==> src/rtl/spi_word_serializer_pkg.sv <==
// -----------------------------------------------------------------------------
// spi_word_serializer_pkg
// Shared definitions for the word <-> byte SPI serializer: default widths,
// the TX FSM state encoding and a helper that sizes the byte counter.
// No ports (package).
// -----------------------------------------------------------------------------
package spi_word_serializer_pkg;

  localparam int DATA_WIDTH_DEFAULT     = 32;
  localparam int SPI_DATA_WIDTH_DEFAULT = 8;

  typedef enum logic {
    ST_IDLE  = 1'b0,
    ST_SHIFT = 1'b1
  } state_t;

  // Counter width for 0..bytes-1; a one-byte word still needs a 1-bit counter.
  function automatic int cnt_width(input int bytes);
    return (bytes > 1) ? $clog2(bytes) : 1;
  endfunction

endpackage

==> src/rtl/spi_word_serializer_if.sv <==
// -----------------------------------------------------------------------------
// spi_word_serializer_if
// Bundles the buffer-side word handshake and the SPI-core-side byte signals.
//   slave  modport : the serializer (drives word_ack, rx_word, rx_word_wr,
//                    spi_data_send, frame_error)
//   master modport : the surroundings (buffers, SPI core, CSR for clr_err)
// -----------------------------------------------------------------------------
interface spi_word_serializer_if
  import spi_word_serializer_pkg::*;
#(
  parameter int DATA_WIDTH     = DATA_WIDTH_DEFAULT,
  parameter int SPI_DATA_WIDTH = SPI_DATA_WIDTH_DEFAULT
);

  logic                      word_valid;
  logic [DATA_WIDTH-1:0]     word_in;
  logic                      word_ack;
  logic [DATA_WIDTH-1:0]     rx_word;
  logic                      rx_word_wr;
  logic [SPI_DATA_WIDTH-1:0] spi_data_send;
  logic [SPI_DATA_WIDTH-1:0] spi_data_receive;
  logic                      spi_ready;
  logic                      spi_select;
  logic                      frame_error;
  logic                      clr_err;

  modport slave (
    input  word_valid, word_in, spi_data_receive, spi_ready, spi_select, clr_err,
    output word_ack, rx_word, rx_word_wr, spi_data_send, frame_error
  );

  modport master (
    output word_valid, word_in, spi_data_receive, spi_ready, spi_select, clr_err,
    input  word_ack, rx_word, rx_word_wr, spi_data_send, frame_error
  );

endinterface

==> src/rtl/spi_word_serializer_shifter.sv <==
// -----------------------------------------------------------------------------
// spi_byte_shifter
// Generic shift register with parallel load that shifts left by STEP bits,
// inserting shift_in at the bottom.
//   clk, rst (sync, active-low)
//   clr       : clear to zero (highest priority)
//   load      : load load_data
//   shift     : shift left by STEP, shift_in enters the LSBs
//   data      : current register contents
// -----------------------------------------------------------------------------
module spi_byte_shifter #(
  parameter int WIDTH = 32,
  parameter int STEP  = 8
) (
  input  logic             clk,
  input  logic             rst,
  input  logic             clr,
  input  logic             load,
  input  logic [WIDTH-1:0] load_data,
  input  logic             shift,
  input  logic [STEP-1:0]  shift_in,
  output logic [WIDTH-1:0] data
);

  logic [WIDTH-1:0]      data_reg;
  // Concatenate then truncate so WIDTH == STEP needs no special slice.
  logic [WIDTH+STEP-1:0] ext;
  logic [STEP-1:0]       unused_top;

  assign ext        = {data_reg, shift_in};
  assign unused_top = ext[WIDTH+STEP-1 -: STEP];
  assign data       = data_reg;

  always_ff @(posedge clk) begin
    if (!rst) begin
      data_reg <= '0;
    end else if (clr) begin
      data_reg <= '0;
    end else if (load) begin
      data_reg <= load_data;
    end else if (shift) begin
      data_reg <= ext[WIDTH-1:0];
    end
  end

endmodule

==> src/rtl/spi_word_serializer.sv <==
// -----------------------------------------------------------------------------
// spi_word_serializer
// Full-duplex bridge between word-wide transfer buffers and a byte-wide SPI
// slave core. TX words go out MSB byte first; RX bytes are packed MSB first
// into words. Every completed byte exchange advances both directions.
//   clk  : system clock
//   rst  : synchronous, active-low reset
//   bus  : spi_word_serializer_if.slave (word handshake, rx word strobe,
//          SPI byte signals, chip select, sticky frame_error / clr_err)
// -----------------------------------------------------------------------------
module spi_word_serializer
  import spi_word_serializer_pkg::*;
#(
  parameter int DATA_WIDTH     = DATA_WIDTH_DEFAULT,
  parameter int SPI_DATA_WIDTH = SPI_DATA_WIDTH_DEFAULT
) (
  input  logic clk,
  input  logic rst,
  spi_word_serializer_if.slave bus
);

  localparam int BYTES     = DATA_WIDTH / SPI_DATA_WIDTH;
  localparam int CNT_WIDTH = cnt_width(BYTES);
  localparam logic [CNT_WIDTH-1:0] LAST_BYTE = CNT_WIDTH'(BYTES - 1);

  state_t                    state_reg, state_next;
  logic [CNT_WIDTH-1:0]      byte_cnt_reg;
  logic                      select_reg;
  logic [SPI_DATA_WIDTH-1:0] send_reg, send_next;
  logic [DATA_WIDTH-1:0]     rx_word_reg;
  logic                      rx_word_wr_reg;
  logic                      frame_error_reg;

  logic accept, select_fall, last_byte;
  logic ack_raw, word_ack, tx_shift_en;

  logic [DATA_WIDTH-1:0]                tx_data, rx_data;
  logic [SPI_DATA_WIDTH-1:0]            tx_next_top;
  logic [DATA_WIDTH+SPI_DATA_WIDTH-1:0] rx_ext;
  logic                                 unused_bits;

  assign accept      = bus.spi_ready && bus.spi_select;
  assign select_fall = select_reg && !bus.spi_select;
  assign last_byte   = (byte_cnt_reg == LAST_BYTE);

  // Byte that becomes the top of tx_shift after one shift.
  generate
    if (BYTES > 1) begin : g_multi
      assign tx_next_top = tx_data[DATA_WIDTH-SPI_DATA_WIDTH-1 -: SPI_DATA_WIDTH];
    end else begin : g_single
      assign tx_next_top = '0;
    end
  endgenerate

  // Word completed by the byte arriving now.
  assign rx_ext      = {rx_data, bus.spi_data_receive};
  assign unused_bits = ^{tx_data, rx_ext[DATA_WIDTH+SPI_DATA_WIDTH-1 -: SPI_DATA_WIDTH]};

  // TX FSM next state / outputs. A select drop overrides any byte event.
  always_comb begin
    state_next  = state_reg;
    send_next   = send_reg;
    ack_raw     = 1'b0;
    tx_shift_en = 1'b0;
    if (select_fall) begin
      state_next = ST_IDLE;
      send_next  = '0;
    end else begin
      case (state_reg)
        ST_IDLE: begin
          send_next = '0;
          // Only start on a word boundary and not while a byte completes.
          if (bus.word_valid && byte_cnt_reg == '0 && !bus.spi_ready) begin
            ack_raw    = 1'b1;
            send_next  = bus.word_in[DATA_WIDTH-1 -: SPI_DATA_WIDTH];
            state_next = ST_SHIFT;
          end
        end
        ST_SHIFT: begin
          if (accept) begin
            if (last_byte) begin
              if (bus.word_valid) begin
                // Back-to-back word: load now so no filler byte appears.
                ack_raw   = 1'b1;
                send_next = bus.word_in[DATA_WIDTH-1 -: SPI_DATA_WIDTH];
              end else begin
                send_next  = '0;
                state_next = ST_IDLE;
              end
            end else begin
              tx_shift_en = 1'b1;
              send_next   = tx_next_top;
            end
          end
        end
        default: begin
          state_next = ST_IDLE;
          send_next  = '0;
        end
      endcase
    end
  end

  assign word_ack = ack_raw && rst;

  always_ff @(posedge clk) begin
    if (!rst) begin
      state_reg       <= ST_IDLE;
      byte_cnt_reg    <= '0;
      select_reg      <= 1'b0;
      send_reg        <= '0;
      rx_word_reg     <= '0;
      rx_word_wr_reg  <= 1'b0;
      frame_error_reg <= 1'b0;
    end else begin
      state_reg  <= state_next;
      send_reg   <= send_next;
      select_reg <= bus.spi_select;

      if (select_fall) begin
        byte_cnt_reg <= '0;
      end else if (accept) begin
        byte_cnt_reg <= last_byte ? '0 : byte_cnt_reg + 1'b1;
      end

      rx_word_wr_reg <= accept && last_byte;
      if (accept && last_byte) begin
        rx_word_reg <= rx_ext[DATA_WIDTH-1:0];
      end

      // Set has priority over clear.
      if (select_fall && byte_cnt_reg != '0) begin
        frame_error_reg <= 1'b1;
      end else if (bus.clr_err) begin
        frame_error_reg <= 1'b0;
      end
    end
  end

  spi_byte_shifter #(
    .WIDTH (DATA_WIDTH),
    .STEP  (SPI_DATA_WIDTH)
  ) u_tx_shift (
    .clk       (clk),
    .rst       (rst),
    .clr       (select_fall),
    .load      (word_ack),
    .load_data (bus.word_in),
    .shift     (tx_shift_en),
    .shift_in  ({SPI_DATA_WIDTH{1'b0}}),
    .data      (tx_data)
  );

  spi_byte_shifter #(
    .WIDTH (DATA_WIDTH),
    .STEP  (SPI_DATA_WIDTH)
  ) u_rx_shift (
    .clk       (clk),
    .rst       (rst),
    .clr       (select_fall),
    .load      (1'b0),
    .load_data ({DATA_WIDTH{1'b0}}),
    .shift     (accept),
    .shift_in  (bus.spi_data_receive),
    .data      (rx_data)
  );

  assign bus.word_ack      = word_ack;
  assign bus.rx_word       = rx_word_reg;
  assign bus.rx_word_wr    = rx_word_wr_reg;
  assign bus.spi_data_send = send_reg;
  assign bus.frame_error   = frame_error_reg;

endmodule

==> src/flat_wrapper.sv <==
// flat-port wrapper written by rule: the top's interface ports become plain ports
module spi_word_serializer_flat import spi_word_serializer_pkg::*;
#(
  parameter int DATA_WIDTH     = DATA_WIDTH_DEFAULT,
  parameter int SPI_DATA_WIDTH = SPI_DATA_WIDTH_DEFAULT
)
  (clk, rst, bus_word_valid, bus_word_in, bus_spi_data_receive, bus_spi_ready, bus_spi_select, bus_clr_err, bus_word_ack, bus_rx_word, bus_rx_word_wr, bus_spi_data_send, bus_frame_error);
  spi_word_serializer_if #(.DATA_WIDTH(DATA_WIDTH), .SPI_DATA_WIDTH(SPI_DATA_WIDTH)) bus_i ();
  input  logic clk;
  input  logic rst;
  input wire logic [$bits(bus_i.word_valid)-1:0] bus_word_valid;
  input wire logic [$bits(bus_i.word_in)-1:0] bus_word_in;
  input wire logic [$bits(bus_i.spi_data_receive)-1:0] bus_spi_data_receive;
  input wire logic [$bits(bus_i.spi_ready)-1:0] bus_spi_ready;
  input wire logic [$bits(bus_i.spi_select)-1:0] bus_spi_select;
  input wire logic [$bits(bus_i.clr_err)-1:0] bus_clr_err;
  output wire logic [$bits(bus_i.word_ack)-1:0] bus_word_ack;
  output wire logic [$bits(bus_i.rx_word)-1:0] bus_rx_word;
  output wire logic [$bits(bus_i.rx_word_wr)-1:0] bus_rx_word_wr;
  output wire logic [$bits(bus_i.spi_data_send)-1:0] bus_spi_data_send;
  output wire logic [$bits(bus_i.frame_error)-1:0] bus_frame_error;
  assign bus_i.word_valid = bus_word_valid;
  assign bus_i.word_in = bus_word_in;
  assign bus_i.spi_data_receive = bus_spi_data_receive;
  assign bus_i.spi_ready = bus_spi_ready;
  assign bus_i.spi_select = bus_spi_select;
  assign bus_i.clr_err = bus_clr_err;
  assign bus_word_ack = bus_i.word_ack;
  assign bus_rx_word = bus_i.rx_word;
  assign bus_rx_word_wr = bus_i.rx_word_wr;
  assign bus_spi_data_send = bus_i.spi_data_send;
  assign bus_frame_error = bus_i.frame_error;
  spi_word_serializer #(.DATA_WIDTH(DATA_WIDTH), .SPI_DATA_WIDTH(SPI_DATA_WIDTH)) u_core (.clk(clk), .rst(rst), .bus(bus_i));
endmodule
==> config.mk <==
export PLATFORM = sky130hd
export DESIGN_NAME = spi_word_serializer_flat
export DESIGN_NICKNAME = d
export VERILOG_FILES = /design/src/rtl/spi_word_serializer_pkg.sv /design/src/rtl/spi_word_serializer_if.sv /design/src/rtl/spi_word_serializer_shifter.sv /design/src/rtl/spi_word_serializer.sv /design/src/flat_wrapper.sv
export SDC_FILE = /design/constraint.sdc
export NUM_CORES = 1
export LEC_CHECK = 0
export BUFFER_PORTS_ARGS = -buffer_cell sky130_fd_sc_hd__buf_2
export CORE_MARGIN = 4
export CORE_UTILIZATION = 25
export CTS_BUF_LIST = sky130_fd_sc_hd__clkbuf_8
export DETAILED_ROUTE_END_ITERATION = 10
export GPL_TIMING_DRIVEN = 0
export PLACE_DENSITY_LB_ADDON = 0.05
export SLEW_MARGIN = 40
export SYNTH_ARGS = -nofsm -noshare
export SYNTH_HDL_FRONTEND = slang
export SYNTH_SLANG_ARGS = --single-unit
==> constraint.sdc <==
create_clock -name clk -period 2.2 [get_ports clk]
set_input_delay 0.33 -clock clk [delete_from_list [all_inputs] [get_ports clk]]
set_output_delay 0.33 -clock clk [all_outputs]
set_load 0.03 [all_outputs]
==> reports/metrics.cfg, run 1 <==
[pwr]
leakage_nw=1.93
power_density_nw_per_um2=665
ir_drop_v=0.000244

[critical_path]
worstPathArrival_ns=1.82
startpoint_type=flop
required_ns=1.87
critPathCaptureType=output pin
worst-setup-path-type=flop to output pin
r2r_cells=7
r2r_setup_slack_ns=0.20
worst-path-max-fanout=2

[sta]
final_hold_viol_count=0
fin_skew_ns=0.00881
setup_slack_ns=0.0524
post-route-period-util_pct=97.6
grt_setup_unrepaired=yes
worstMarginPinSlew_ns=0.703
final.min_clock_period_ns=2.15
tns_ns=0
max_slew_margin_pct=53.1
fmax_mhz=466
setup_viol_count_final=0
hold_ws_ns=0.199
drv_slew=0

[job]
cap_violations=0

[routing]
wl_per_cell_um=15.3
vias=3540
drtIter0Drc=208
vias_per_cell=4.47
drt-pass1-iter-count=4
wl_mm=12.1
drc=0
ant_nets=0

[clock_network]
cts_tree=built
cts_buffers=9
cts_root_buf=clkbuf_8
clockBufferDepth=2
clk_pin_slew_ns=0.10
clock_sinks=94
cts_max_level=3
insertion_delay_ns=0.37

[yosys]
ys_top_cells_by_count=nand2_1, dfxtp_1, a21oi_1
netlist_instances=477
synth_seq_area_share_pct=47.4
synth_area_leader_cell=dfxtp_1
async_flop_share_pct=0
synth.ff_latch_count=94
yosys_warnings=0
synth_top_area_share_pct=47.4
synth_cell_types=30
syn_area_um2=3970
ys.flop_type=dfxtp_1
synth_area_leaders=dfxtp_1, nand2_1, a21oi_1
synth.most_common_cell=nand2_1
synth-edff-count=0
syn-num-nets=525
syn_area_per_cell_um2=8.33

[die]
num_rows=45
die_area_um2=18000
core_area_um2=15400
initial_utilization_pct=25.9
die_h_um=134
io_pins=89
fp.dieW_um=134

[finish]
diodes=0
final_util_pct=31.9
areaGrowthSynthToFinish_pct=23.6
drive_gt1_share_pct=24.4
fin_nets=625
largest_register_ffs=32

[place]
pre_cts_ws_ns=-0.0421
gp_congestion=0.737
io_buffers=85
hpwl_mm=8.80

[global_routing]
antenna_found_initial=0
grt_usage_pct=13.8
grt_use_met3_pct=2.78
grt-ovfl-total=0
busiest_layer=met1
grt_use_met1_pct=21.2
grt_max_degree=17
grt_pass1_vias=3597
gr-usage-met2_pct=18.9
grt_pass1_wl_mm=19.6

[min_path]
min_path_cells=3
min_path_type=input pin to flop

[run_status]
outcome=finished, final reports clean

## cells in the final DEF (no fill, tap or decap), types with 2 or more instances in the layout
cell type	count
o21ai_0	9
nand4b_1	2
buf_4	6
nand2_1	125
dfxtp_2	2
a31o_2	7
a211oi_2	9
clkbuf_1	30
dfxtp_1	92
nor2_1	4
nand4_1	9
inv_1	3
inv_2	2
mux2i_1	25
a211oi_1	7
nand2b_1	24
clkbuf_8	11
a221oi_1	8
a21oi_1	74
nand3_1	15
and2_1	3
buf_2	93
buf_6	2
## worst paths after layout
kind,to,startpoint
setup / recovery,bus_word_ack,u_core.byte_cnt_reg[0]
hold / removal,u_core.u_rx_shift.data[1],bus_spi_data_receive[1]
setup reg to reg,u_core.bus.spi_data_send[5],u_core.byte_cnt_reg[0]
hold reg to reg,u_core.bus.rx_word[26],u_core.bus.rx_word[26]
## per-layer routing
metal / routed length (µm) / vias to the layer above
li1: - / 1827
met1: 6650 / 1632
met2: 4900 / 70
met3: 443 / 11
met4: 156 / 0
met5: 0 / -
## through the flow
step	total power [mW]	area, µm²	cells
2_1_floorplan	2.05	3970	477
3_3_place_gp	2.19	4660	773
3_5_place_dp	2.19	4660	773
4_1_cts	3.33	4910	793
5_1_grt	3.43	4910	792
6_report	3.26	4910	792
## power by group
group	switching (mW)	internal [mW]
Clock	0.637	0.471
Sequential	0.0365	1.75
Combinational	0.222	0.147
## critical path, stage by stage (launching register included)
cell and delay [ns]:
dfxtp_2 0.34, inv_2 0.06, ha_4 0.13, or3b_4 0.37, a21bo_1 0.21, buf_12 0.13
nor2_4 0.07, buf_6 0.13
## cell type report
class,count,area [µm²]
inverter,5,18.8
fill,1697,10500
tap,211,264
sequential,94,1880
buffer,43,198
timing repair buffer,91,477
clock inverter,4,30.0
multi-input combinational,333,1890
clock buffer,11,151
## timing repair
action                     CTS  global route
gates resized for setup     13             5
setup endpoints to repair    1            37
pin swaps                    4             2
hold buffers                 0             0
setup buffers                6             0
## kinds of logic after synthesis
| kind of cell | synth area share [%] |
|---|---|
| simple gates | 21.2 |
| compound gates | 18.7 |
| fa+ha+maj | 0.630 |
| mux | 6.30 |
| buf+inv | 5.82 |
| flops | 47.4 |
Power figures use the tool's default switching activity.
==> run 2, diff against run 1 <==
==> constraint.sdc (replaced) <==
create_clock -name clk -period 2.2 [get_ports clk]
set_input_delay 0.44 -clock clk [delete_from_list [all_inputs] [get_ports clk]]
set_output_delay 0.44 -clock clk [all_outputs]
set_load 0.03 [all_outputs]
==> run 2 against run 1 <==
The flow now finishes with violations (negative setup slack); critical path type unchanged; non-clock buffer count fell by 1; core utilization is essentially flat; combinational power is essentially flat; critical endpoint unchanged; final cell count fell by 0.13%; register-to-register slack better by 0.02 ns.
==> reports/metrics.cfg, run 2 (synthesis results as in run 1) <==
[clock_network]
cts_max_level=3
cts_root_buf=clkbuf_8
clk_pin_slew_ns=0.10
cts_buffers=9
holdBufCountCts=0
clockBufferDepth=2
insertion_delay_ns=0.38
clock_sinks=94
cts_tree=built

[global_routing]
grt_pass1_wl_mm=19.7
grt_usage_pct=13.9
busiest_layer=met1
antenna_found_initial=0
grt_use_met1_pct=21.7
grt-ovfl-total=0
grt_max_degree=17
grt_use_met3_pct=2.85
grt_pass1_vias=3572
gr-usage-met2_pct=18.7

[critical_path]
worstPathArrival_ns=1.77
startpoint_type=flop
worst-path-max-fanout=2
critPathCaptureType=output pin
r2r-end=u_core.u_tx_shift.data[13]
required_ns=1.76
startpoint=u_core.byte_cnt_reg[0]
cp_slowest_stage_delay_ns=0.38
worst-setup-path-type=flop to output pin
r2r_cells=6
crit_chain=inv_2 > ha_4 > or3b_4 > a21bo_4 > nor2_4 > buf_6
cp_slowest_cell=or3b_4
crit-reg2reg-launch=u_core.byte_cnt_reg[0]
r2r_setup_slack_ns=0.22

[place]
hpwl_mm=8.89
pre_cts_ws_ns=-0.217
gp_congestion=0.729
io_buffers=85

[min_path]
min_path_type=input pin to flop
hp-start=bus_spi_data_receive[1]
holdPathEnd=u_core.u_rx_shift.data[1]
min_path_cells=3

[sta]
tns_ns=-0.0131
fin_skew_ns=0.0108
final_hold_viol_count=0
worstMarginPinSlew_ns=0.680
setup_slack_ns=-0.0131
grt_setup_unrepaired=yes
setup_viol_count_final=1
final.min_clock_period_ns=2.21
max_slew_margin_pct=54.7
fmax_mhz=452
post-route-period-util_pct=101
hold_ws_ns=0.299
drv_slew=0

[routing]
vias_per_cell=4.54
wl_mm=12.2
ant_nets=0
wl_per_cell_um=15.5
vias=3590
drtIter0Drc=227
drt-pass1-iter-count=4
drc=0

[pwr]
power_density_nw_per_um2=684
ir_drop_v=0.000230
leakage_nw=1.94
totalPowerFinal_mw=3.36

[die]
initial_utilization_pct=25.9
io_pins=89
die_area_um2=18000
num_rows=45
core_area_um2=15400
die_h_um=134
fp.dieW_um=134

[run_status]
violations=negative setup slack
outcome=complete, but fails checks

[finish]
areaGrowthSynthToFinish_pct=23.7
fin_nets=624
diodes=0
layout_commonest_cell=nand2_1
drive_gt1_share_pct=25.0
largest_register_ffs=32
final_cell_mix=nand2_1, buf_2, dfxtp_1, a21oi_1, clkbuf_1
final_util_pct=32.0

[job]
cap_violations=0

run 2: repair_timing:
action | 4_1_cts | 5_1_grt
resized for setup | 11 | 11
endpoints found under the hold margin | 0 | 0
setup buffers | 7 | 0
setup endpoints to repair | 1 | 29
pin swaps | 3 | 3
run 2: worst max-delay path, delay by kind of cell, from the launching register on:
| family | cells | cell delay (ns) |
|---|---|---|
| and+or+nand+nor | 2 | 0.49 |
| adders and majority gates | 1 | 0.13 |
| buffers and inverters | 2 | 0.19 |
| DFF | 1 | 0.34 |
| AOI/OAI and AO/OA | 1 | 0.24 |
run 2: worst max-delay path by stage:
stage | endpoint | slack, ns
floorplan | bus_word_ack | 0.05
global placement | bus_word_ack | -0.22
detailed placement | bus_word_ack | -0.22
CTS | bus_word_ack | -0.19
global route | bus_word_ack | -0.1
finish | bus_word_ack | -0.01
run 2: stage by stage:
stage               cells  area (µm²)
global route          791        4910
global placement      773        4670
CTS                   794        4930
floorplan             477        3980
finish                791        4910
detailed placement    773        4670
run 2: area by class of cell:
cell class / instances / area, µm²
Clock buffer: 9 / 124
Tap cell: 211 / 264
Clock inverter: 6 / 71.3
Fill cell: 1722 / 10500
Buffer: 41 / 176
Multi-Input combinational cell: 333 / 1890
Inverter: 5 / 18.8
Timing Repair Buffer: 92 / 484
Sequential cell: 94 / 1880
run 2: power by group:
group / switching [mW] / internal, mW
logic: 0.222 / 0.146
registers: 0.0363 / 1.75
clock network: 0.674 / 0.532
run 2: layer usage:
metal | part of all wire, % | vias up
met2 | 40 | 70
met4 | 1.5 | 0
li1 | - | 1827
met5 | 0 | -
met3 | 4.0 | 12
met1 | 54 | 1681
